==> config.mk <==
export PLATFORM = sky130hd
export DESIGN_NAME = plab4_net_domain_merge
export DESIGN_NICKNAME = d
export VERILOG_FILES = /design/src/rtl/plab4_net_domain_merge.sv
export SDC_FILE = /design/constraint.sdc
export NUM_CORES = 1
export LEC_CHECK = 0
export ABC_CLOCK_PERIOD_IN_PS = 5150
export BUFFER_PORTS_ARGS = -buffer_cell sky130_fd_sc_hd__buf_2
export CAP_MARGIN = 20
export CORE_MARGIN = 4
export CORE_UTILIZATION = 55
export DETAILED_ROUTE_END_ITERATION = 10
export PLACE_DENSITY = 0.78
export SKIP_LAST_GASP = 1
export SLEW_MARGIN = 20
export SYNTH_ARGS = -nofsm -noshare
export SYNTH_HDL_FRONTEND = slang
export SYNTH_SLANG_ARGS = --single-unit
==> constraint.sdc <==
create_clock -name clk -period 5.15 [get_ports clk]
set_input_delay 0.7725 -clock clk [delete_from_list [all_inputs] [get_ports clk]]
set_output_delay 0.7725 -clock clk [all_outputs]
set_load 0.01 [all_outputs]
==> src/rtl/plab4_net_domain_merge.sv <==
// ============================================================================
// Module   : plab4_net_domain_merge
// Purpose  : Merges two security-domain lanes, each buffered by a private
//            2-entry FIFO, onto one router input channel. Define
//            PLAB4_NET_DOMAIN_MERGE_TDM_EN for fixed time-slot arbitration;
//            otherwise arbitration is round-robin with a stall lock.
// Revision : 1.0 - initial release
// ============================================================================
`default_nettype none

module plab4_net_domain_merge #(
    parameter int p_msg_cnbits = 44,
    parameter int p_msg_dnbits = 32
) (
    input  logic                    clk,
    input  logic                    reset,

    input  logic                    in_val_d1,
    output logic                    in_rdy_d1,
    input  logic [p_msg_cnbits-1:0] in_msg_control_d1,
    input  logic [p_msg_dnbits-1:0] in_msg_data_d1,

    input  logic                    in_val_d2,
    output logic                    in_rdy_d2,
    input  logic [p_msg_cnbits-1:0] in_msg_control_d2,
    input  logic [p_msg_dnbits-1:0] in_msg_data_d2,

    output logic                    out_val,
    input  logic                    out_rdy,
    output logic [p_msg_cnbits-1:0] out_msg_control,
    output logic [p_msg_dnbits-1:0] out_msg_data,
    output logic                    out_domain
);

    logic [1:0]              w_in_val;
    logic [p_msg_cnbits-1:0] w_in_ctl   [2];
    logic [p_msg_dnbits-1:0] w_in_dat   [2];
    logic [p_msg_cnbits-1:0] w_head_ctl [2];
    logic [p_msg_dnbits-1:0] w_head_dat [2];
    logic [1:0]              w_ne;
    logic [1:0]              w_rdy;
    logic [1:0]              w_enq;
    logic [1:0]              w_deq;
    logic                    w_grant;
    logic                    w_xfer;

    assign w_in_val    = {in_val_d2, in_val_d1};
    assign w_in_ctl[0] = in_msg_control_d1;
    assign w_in_ctl[1] = in_msg_control_d2;
    assign w_in_dat[0] = in_msg_data_d1;
    assign w_in_dat[1] = in_msg_data_d2;

    assign w_enq  = w_in_val & w_rdy;
    assign w_deq  = w_xfer ? (w_grant ? 2'b10 : 2'b01) : 2'b00;

    // Lane FIFOs: ready comes from the registered count only, so a lane
    // that fills never bypasses, and an empty lane never passes through.
    for (genvar gl = 0; gl < 2; gl++) begin : g_lane
        logic [1:0]              r_cnt;
        logic                    r_wptr;
        logic                    r_rptr;
        logic [p_msg_cnbits-1:0] r_ctl [2];
        logic [p_msg_dnbits-1:0] r_dat [2];

        always_ff @(posedge clk) begin
            if (!reset) begin
                r_cnt  <= 2'd0;
                r_wptr <= 1'b0;
                r_rptr <= 1'b0;
            end else begin
                if (w_enq[gl]) r_wptr <= ~r_wptr;
                if (w_deq[gl]) r_rptr <= ~r_rptr;
                case ({w_enq[gl], w_deq[gl]})
                    2'b10:   r_cnt <= r_cnt + 2'd1;
                    2'b01:   r_cnt <= r_cnt - 2'd1;
                    default: r_cnt <= r_cnt;
                endcase
            end
        end

        always_ff @(posedge clk) begin
            if (w_enq[gl]) begin
                r_ctl[r_wptr] <= w_in_ctl[gl];
                r_dat[r_wptr] <= w_in_dat[gl];
            end
        end

        assign w_ne[gl]       = (r_cnt != 2'd0);
        assign w_rdy[gl]      = reset && (r_cnt != 2'd2);
        assign w_head_ctl[gl] = r_ctl[r_rptr];
        assign w_head_dat[gl] = r_dat[r_rptr];
    end

`ifdef PLAB4_NET_DOMAIN_MERGE_TDM_EN
    // Slot toggles regardless of traffic so neither domain can sense the other.
    logic r_slot;

    always_ff @(posedge clk) begin
        if (!reset) r_slot <= 1'b0;
        else        r_slot <= ~r_slot;
    end

    assign w_grant = r_slot;
`else
    logic r_prio;
    logic r_lock;
    logic r_lock_lane;

    always_comb begin
        w_grant = r_prio;
        if (r_lock)               w_grant = r_lock_lane;
        else if (w_ne == 2'b01)   w_grant = 1'b0;
        else if (w_ne == 2'b10)   w_grant = 1'b1;
    end

    // A stalled offer is locked so the presented message cannot change.
    always_ff @(posedge clk) begin
        if (!reset) begin
            r_prio      <= 1'b0;
            r_lock      <= 1'b0;
            r_lock_lane <= 1'b0;
        end else if (w_xfer) begin
            r_prio      <= ~w_grant;
            r_lock      <= 1'b0;
        end else if (out_val) begin
            r_lock      <= 1'b1;
            r_lock_lane <= w_grant;
        end
    end
`endif

    assign in_rdy_d1       = w_rdy[0];
    assign in_rdy_d2       = w_rdy[1];
    assign out_val         = reset && w_ne[w_grant];
    assign w_xfer          = out_val && out_rdy;
    assign out_domain      = reset && w_grant;
    assign out_msg_control = w_head_ctl[w_grant];
    assign out_msg_data    = w_head_dat[w_grant];

endmodule

`default_nettype wire

# --- Yosys cells after proc, flatten, opt, wreduce, memory -nomap -nowiden ---
# Memories as Yosys holds them, arrays and structs flattened. A register that Yosys moved wholly into a read port is not among the register bits.
# Cells that the tools add are included.
# Widths: inputs -> output; s select.
word_totals:
  ff_bits: 11
  ramBits: 304
  in_bits: 157
  wordCells: 74
  n_memories: 4
memory_table:
  columns: ["memory", "depth", "width", "rd", "rd_clocked_by_memory_dff", "write_ports", "line", "source"]
  rows:
  - ["g_lane[0].r_ctl", 2, 44, 1, 1, 1, "62", "logic [p_msg_cnbits-1:0] r_ctl [2];"]
  - ["g_lane[1].r_ctl", 2, 44, 1, 1, 1, "62", null]
  - ["g_lane[0].r_dat", 2, 32, 1, 1, 1, "63", "logic [p_msg_dnbits-1:0] r_dat [2];"]
  - ["g_lane[1].r_dat", 2, 32, 1, 1, 1, "63", null]
classes:
  addsub: 4
  order_cmp: 2
  eq_ne: 8
  mux: 27
  n_bitwise: 9
  reduce_logical: 11
op_table:
  columns: ["op", "count"]
  rows:
  - ["$mux 44", 3]
  - ["$mux 32", 3]
  - ["$mux 1", 17]
  - ["$pmux 2 s2", 2]
  - ["$reduce_bool 2->1", 4]
  - ["$not 1->1", 7]
  - ["$eq 2x1->1 const B", 3]
  - ["$eq 2x2->1 const B", 3]
  - ["$logic_and 1x1->1", 5]
  - ["$add 2x1->2 const B", 2]
  - ["$mux 2", 2]
  - ["$ne 2x2->1 const B", 2]
  - ["$sub 2x1->2 const B", 2]
  - ["$and 2x2->2", 1]
  - ["$ge 2x2->1 const B", 1]
  - ["$lt 1x2->1 const B", 1]
  - ["$not 1->2", 1]
  - ["$reduce_and 2->1", 1]
  - ["$reduce_or 2->1", 1]

# --- Longest topological paths before layout ---
logic_depth:
  word_depth: 12
  mapped_depth: 9
  mapped_depth_nobuf: 8

# --- Least setup slack after synthesis ---
# No wires, ideal clock.
synth_timing:
  kind: "input to register"
  start: "input port reset"
  end: "memory g_lane[0].r_ctl[0][0] (enable)"
  t_arrival_ns: 4.544
  required_ns: 4.638
  setup_slack_ns: 0.093
  path_stages: 3
  path_buffers: 0
  cell_sequence: "a21boi_0 > nand2_1 > nor2_1"
synth_via:
  elab_chain_cells: 4
synth_rtl:
  columns: ["element", "line", "source"]
  rows:
  - ["from (decl)", "16", "input logic reset,"]
  - ["$logic_and 1x1->1", "89", "assign w_rdy[gl] = reset && (r_cnt != 2'd2);"]
  - ["$and 2x2->2", "53", "assign w_enq = w_in_val & w_rdy;"]
  - ["$mux 1", "82", "if (w_enq[gl]) begin"]
  - ["$mux 1 (implied by the code)", "83", "r_ctl[r_wptr] <= w_in_ctl[gl];"]
  - ["to (decl)", "62", null]
# No other way between the ends.

# --- Worst setup path after layout ---
layout_timing:
  start: "register g_lane[1].r_cnt[0]"
  end: "output port out_msg_control[0]"
layout_via:
  elab_chain_cells: 9
layout_rtl:
  columns: ["element", "line", "source"]
  rows:
  - ["from (decl)", "59", "logic [1:0] r_cnt;"]
  - ["from (signal assigned)", "74", "2'b10: r_cnt <= r_cnt + 2'd1;"]
  - ["from (signal assigned)", "75", "2'b01: r_cnt <= r_cnt - 2'd1;"]
  - ["from (signal assigned)", "76", "default: r_cnt <= r_cnt;"]
  - ["$reduce_bool 2->1 (*)", "88", "assign w_ne[gl] = (r_cnt != 2'd0);"]
  - ["$eq 2x2->1", "113", "else if (w_ne == 2'b10) w_grant = 1'b1;"]
  - ["$mux 1", "113", null]
  - ["$mux 1 (*)", "112", "else if (w_ne == 2'b01) w_grant = 1'b0;"]
  - ["$mux 1 (*)", "111", "if (r_lock) w_grant = r_lock_lane;"]
  - ["$not 1->2 (implied by the code) (*)", "137", "assign out_msg_control = w_head_ctl[w_grant];"]
  - ["$mux 44 (implied by the code) (*) (3 in series)", "137", null]
  - ["to (decl)", "30", "output logic [p_msg_cnbits-1:0] out_msg_control,"]
# Every way passes the cells marked *; elsewhere a longest branch is shown, timed or not. The select of a mux whose other input is x is not followed.

==> metrics <==
critical path class register to output pin; initial antenna violation count 12; WP data required 4.38 ns; first-iteration detailed-routing DRC count 499; sink of the worst hold path g_lane[0].r_ctl[0][37]; # nets final 1117; Die Height 157 um; min Tclk post-route 3.87 ns; post-detailed-routing wire length 25400 um; via count of the first global-routing pass 7269; Crit Reg-Reg Endpoint g_lane[0].r_cnt[1]; combined area of the multi-input logic cells 2580 um^2; Total Die Area 24600 um^2; CTS H-tree depth 1; Placement Rows 54; Final setup violation count 0; wire length of the first global-routing pass 38600 um; maximum number of pins on one net before global-route repair 93; syn nets 883; I/O Buffers 236; worst clock skew 0.0104 ns; Detail Placement HPWL 15800 um; count of nets left with antenna violations after detail routing 0; Worst R2R Path Depth 8; sequential cell area 9400 um^2; cell class contributing the biggest share of worst-path delay compound AO/OA/AOI/OAI gates; class of the tightest hold or removal check input port to register; Setup WS pre-CTS 1.88 ns; area added between synthesis and finish 20.4%; Critical Path Sink Type output pin; all-layer global routing usage 20.2%; headroom to the max-slew limit 35.9%; synthesized area divided by synthesized cell count 16.9 um^2; number of cells on the worst hold path 1; max-cap violations 0; peak clock frequency supported by timing 259 MHz; Final WS setup 1.28 ns; final cell area excluding filler cells 14700 um^2; first-pass iteration count of the detailed router 7; Post-Route Hold Slack 0.411 ns; part of the cycle the worst path needs 75.1%; post-synthesis instance total 724; cell with the largest stage delay on the worst path sky130_fd_sc_hd__o31a_2; outcome complete, no violations; final estimated routing congestion in global placement 0.790; via/cell ratio 5.59; maximum fanout count along the critical path 83; Syn Std Cell Area 12200 um^2; number of buffers created by CTS 31; layout cell share with drive strength beyond 1 31.0%; Starting Density 55.9%; number of cells in the finished layout apart from fillers 1267; WL per Instance 20.1 um; I/O pin cnt 237; overall via count from detail_route 7082; type of origin of the critical path register; Static Leakage 5.10 nW; reg-to-reg critical path startpoint g_lane[1].r_cnt[0]; total negative slack 0 ns; unrepaired setup endpoints after global routing no; CTS max path bufs 3; Hold Fails Final Rpt 0; Std-Cell Core Area 21800 um^2; clock transition time at the flip-flop clock pins of the worst setup and hold paths 0.06 ns; post-synthesis sequential element count 317; CP max stage delay 0.76 ns; floorplan die width 157 um; setup slack of the most critical reg-to-reg path 1.92 ns; portion of the post-synthesis area used by sequential elements 76.9%; count of filler cells inserted in the layout 1479; cells traversed along the worst timing path nor2_1, a21boi_1, o31a_2, buf_12, a211oi_1, a21oi_1, buf_2; library cells used by synthesis 29; post_cts resized 0; DR DRC count 0; transition time at the pin with the least slew margin 0.962 ns; Worst Path Buf+Inv 2; setup repair bufs after CTS 0; Power Dens Cells 441 nW/um^2; launch point of the worst hold path in_msg_control_d1[37]; area after detailed placement 13700 um^2; root buffer selected by CTS sky130_fd_sc_hd__clkbuf_16; total congestion overflow after global routing 0; count of clock tree sinks 317; final max-slew violation count 0; count of hold-fix buffers inserted at cts 0; Skew-Pair Late Insertion Delay 0.55 ns; Worst IR Drop VDD 488 uV; number of flops mapped to enable cells by yosys 304; CTS tree built; Synth async-reset ratio 0%; DP Cell Count 1204; CP arrival 3.10 ns; primary flip-flop cell chosen by synthesis mapping sky130_fd_sc_hd__edfxtp_1; total number of yosys warnings 0
## cell type report
cell class	count	share of cell area, %
antenna	5	0.0852
clock buffer	40	5.71
clock inverter	17	1.11
inverter	3	0.0766
multi-input combinational	359	17.6
sequential	317	64.0
tap	280	2.38
timing repair buffer	246	9.11
## cells by family after synthesis
group	synth area share, %
XOR/XNOR	0.287
AND/OR/NAND/NOR	5.09
multiplexers	6.56
flip-flops	76.9
adder cells (fa/ha/maj)	0.205
buffers and inverters	2.11
AO/OA/AOI/OAI	8.80
## layer usage
metal / global-route usage, % / vias to the layer above / wire length [um]
met4: 4.96 / 16 / 427
met1: 26.5 / 3442 / 10300
met3: 6.19 / 47 / 2330
met5: 0 / - / 93
li1: - / 3317 / -
met2: 33.4 / 260 / 12200
## where the power goes
group / internal, W / total [W] / switching [W] / leakage [nW]
Sequential: 0.00296 / 0.00304 / 0.0000869 / 2.90
Clock: 0.00129 / 0.00219 / 0.000900 / 0.498
Combinational: 0.000508 / 0.00125 / 0.000737 / 1.70
## synth_stat cells, types with 5 or more instances
library cell / instances / area, um^2
sky130_fd_sc_hd__edfxtp_1: 304 / 9130
sky130_fd_sc_hd__mux2i_1: 80 / 801
sky130_fd_sc_hd__a21oi_1: 77 / 385
sky130_fd_sc_hd__nor2b_1: 77 / 482
sky130_fd_sc_hd__a211oi_1: 74 / 556
sky130_fd_sc_hd__clkbuf_1: 20 / 75.1
sky130_fd_sc_hd__buf_2: 14 / 70.1
sky130_fd_sc_hd__dfxtp_1: 13 / 260
sky130_fd_sc_hd__buf_6: 8 / 90.1
sky130_fd_sc_hd__nand2_1: 6 / 22.5
sky130_fd_sc_hd__nor2_1: 6 / 22.5
sky130_fd_sc_hd__and2_1: 5 / 31.3
sky130_fd_sc_hd__o21ai_0: 5 / 25.0
## state kept, by name, summed over array words and instances, names as in the netlist, named ones only
register	cells
g_lane.r_dat	128
r_lock_lane	1
g_lane.r_ctl	176
r_prio	1
g_lane.r_cnt	4
g_lane.r_rptr	2
g_lane.r_wptr	2
r_lock	1
## how the worst max path moves through the flow
stage	startpoint	to	slack (ns)	cells after the start
5_1_grt	g_lane[1].r_cnt[0]	out_msg_control[0]	0.97	7
6_report	g_lane[1].r_cnt[0]	out_msg_control[0]	1.28	7
3_5_place_dp	g_lane[1].r_cnt[0]	out_msg_control[0]	1.88	7
4_1_cts	g_lane[1].r_cnt[0]	out_msg_control[0]	1.28	7
2_1_floorplan	reset	g_lane[0].r_ctl[0][0]	0.09	3
3_3_place_gp	g_lane[1].r_cnt[0]	out_msg_control[0]	1.93	7
## metrics by stage
step,power [W],util [%]
floorplan,0.00387,-
global placement,0.00431,62.5
detailed placement,0.00435,62.6
CTS,0.00654,67.1
global route,0.00677,67.3
finish,0.00648,67.3
## cell usage in the layout (no fill, tap or decap), types with 2 or more instances in the layout
| master | instances |
|---|---|
| sky130_fd_sc_hd__clkbuf_16 | 31 |
| sky130_fd_sc_hd__bufinv_16 | 3 |
| sky130_fd_sc_hd__o21ai_0 | 5 |
| sky130_fd_sc_hd__diode_2 | 5 |
| sky130_fd_sc_hd__a211oi_1 | 74 |
| sky130_fd_sc_hd__mux2i_1 | 80 |
| sky130_fd_sc_hd__clkbuf_1 | 6 |
| sky130_fd_sc_hd__xnor2_1 | 4 |
| sky130_fd_sc_hd__buf_12 | 5 |
| sky130_fd_sc_hd__or3_1 | 2 |
| sky130_fd_sc_hd__inv_1 | 3 |
| sky130_fd_sc_hd__buf_2 | 236 |
| sky130_fd_sc_hd__nand2_1 | 6 |
| sky130_fd_sc_hd__nor2_4 | 2 |
| sky130_fd_sc_hd__and2_1 | 5 |
| sky130_fd_sc_hd__clkbuf_8 | 3 |
| sky130_fd_sc_hd__a211oi_2 | 2 |
| sky130_fd_sc_hd__dfxtp_1 | 11 |
| sky130_fd_sc_hd__ha_1 | 2 |
| sky130_fd_sc_hd__a21oi_1 | 77 |
| sky130_fd_sc_hd__edfxtp_1 | 304 |
| sky130_fd_sc_hd__nor2b_1 | 77 |
| sky130_fd_sc_hd__buf_4 | 4 |
| sky130_fd_sc_hd__clkinv_2 | 9 |
| sky130_fd_sc_hd__clkinv_1 | 3 |
| sky130_fd_sc_hd__and3_4 | 2 |
| sky130_fd_sc_hd__dfxtp_4 | 2 |
| sky130_fd_sc_hd__o21a_1 | 4 |
| sky130_fd_sc_hd__a21boi_0 | 4 |
| sky130_fd_sc_hd__nor2_1 | 4 |
| sky130_fd_sc_hd__and3_1 | 2 |
## worst reg2reg max path: stages (launching register included)
cell and delay [ns]:
sky130_fd_sc_hd__dfxtp_1 0.36, sky130_fd_sc_hd__nor2_1 0.18, sky130_fd_sc_hd__a21boi_1 0.18, sky130_fd_sc_hd__o31a_2 0.76
sky130_fd_sc_hd__buf_12 0.39, sky130_fd_sc_hd__and3_1 0.44, sky130_fd_sc_hd__ha_1 0.31, sky130_fd_sc_hd__or3_1 0.35
sky130_fd_sc_hd__a21boi_0 0.18
Note: power is estimated with default switching activity, not from simulation.
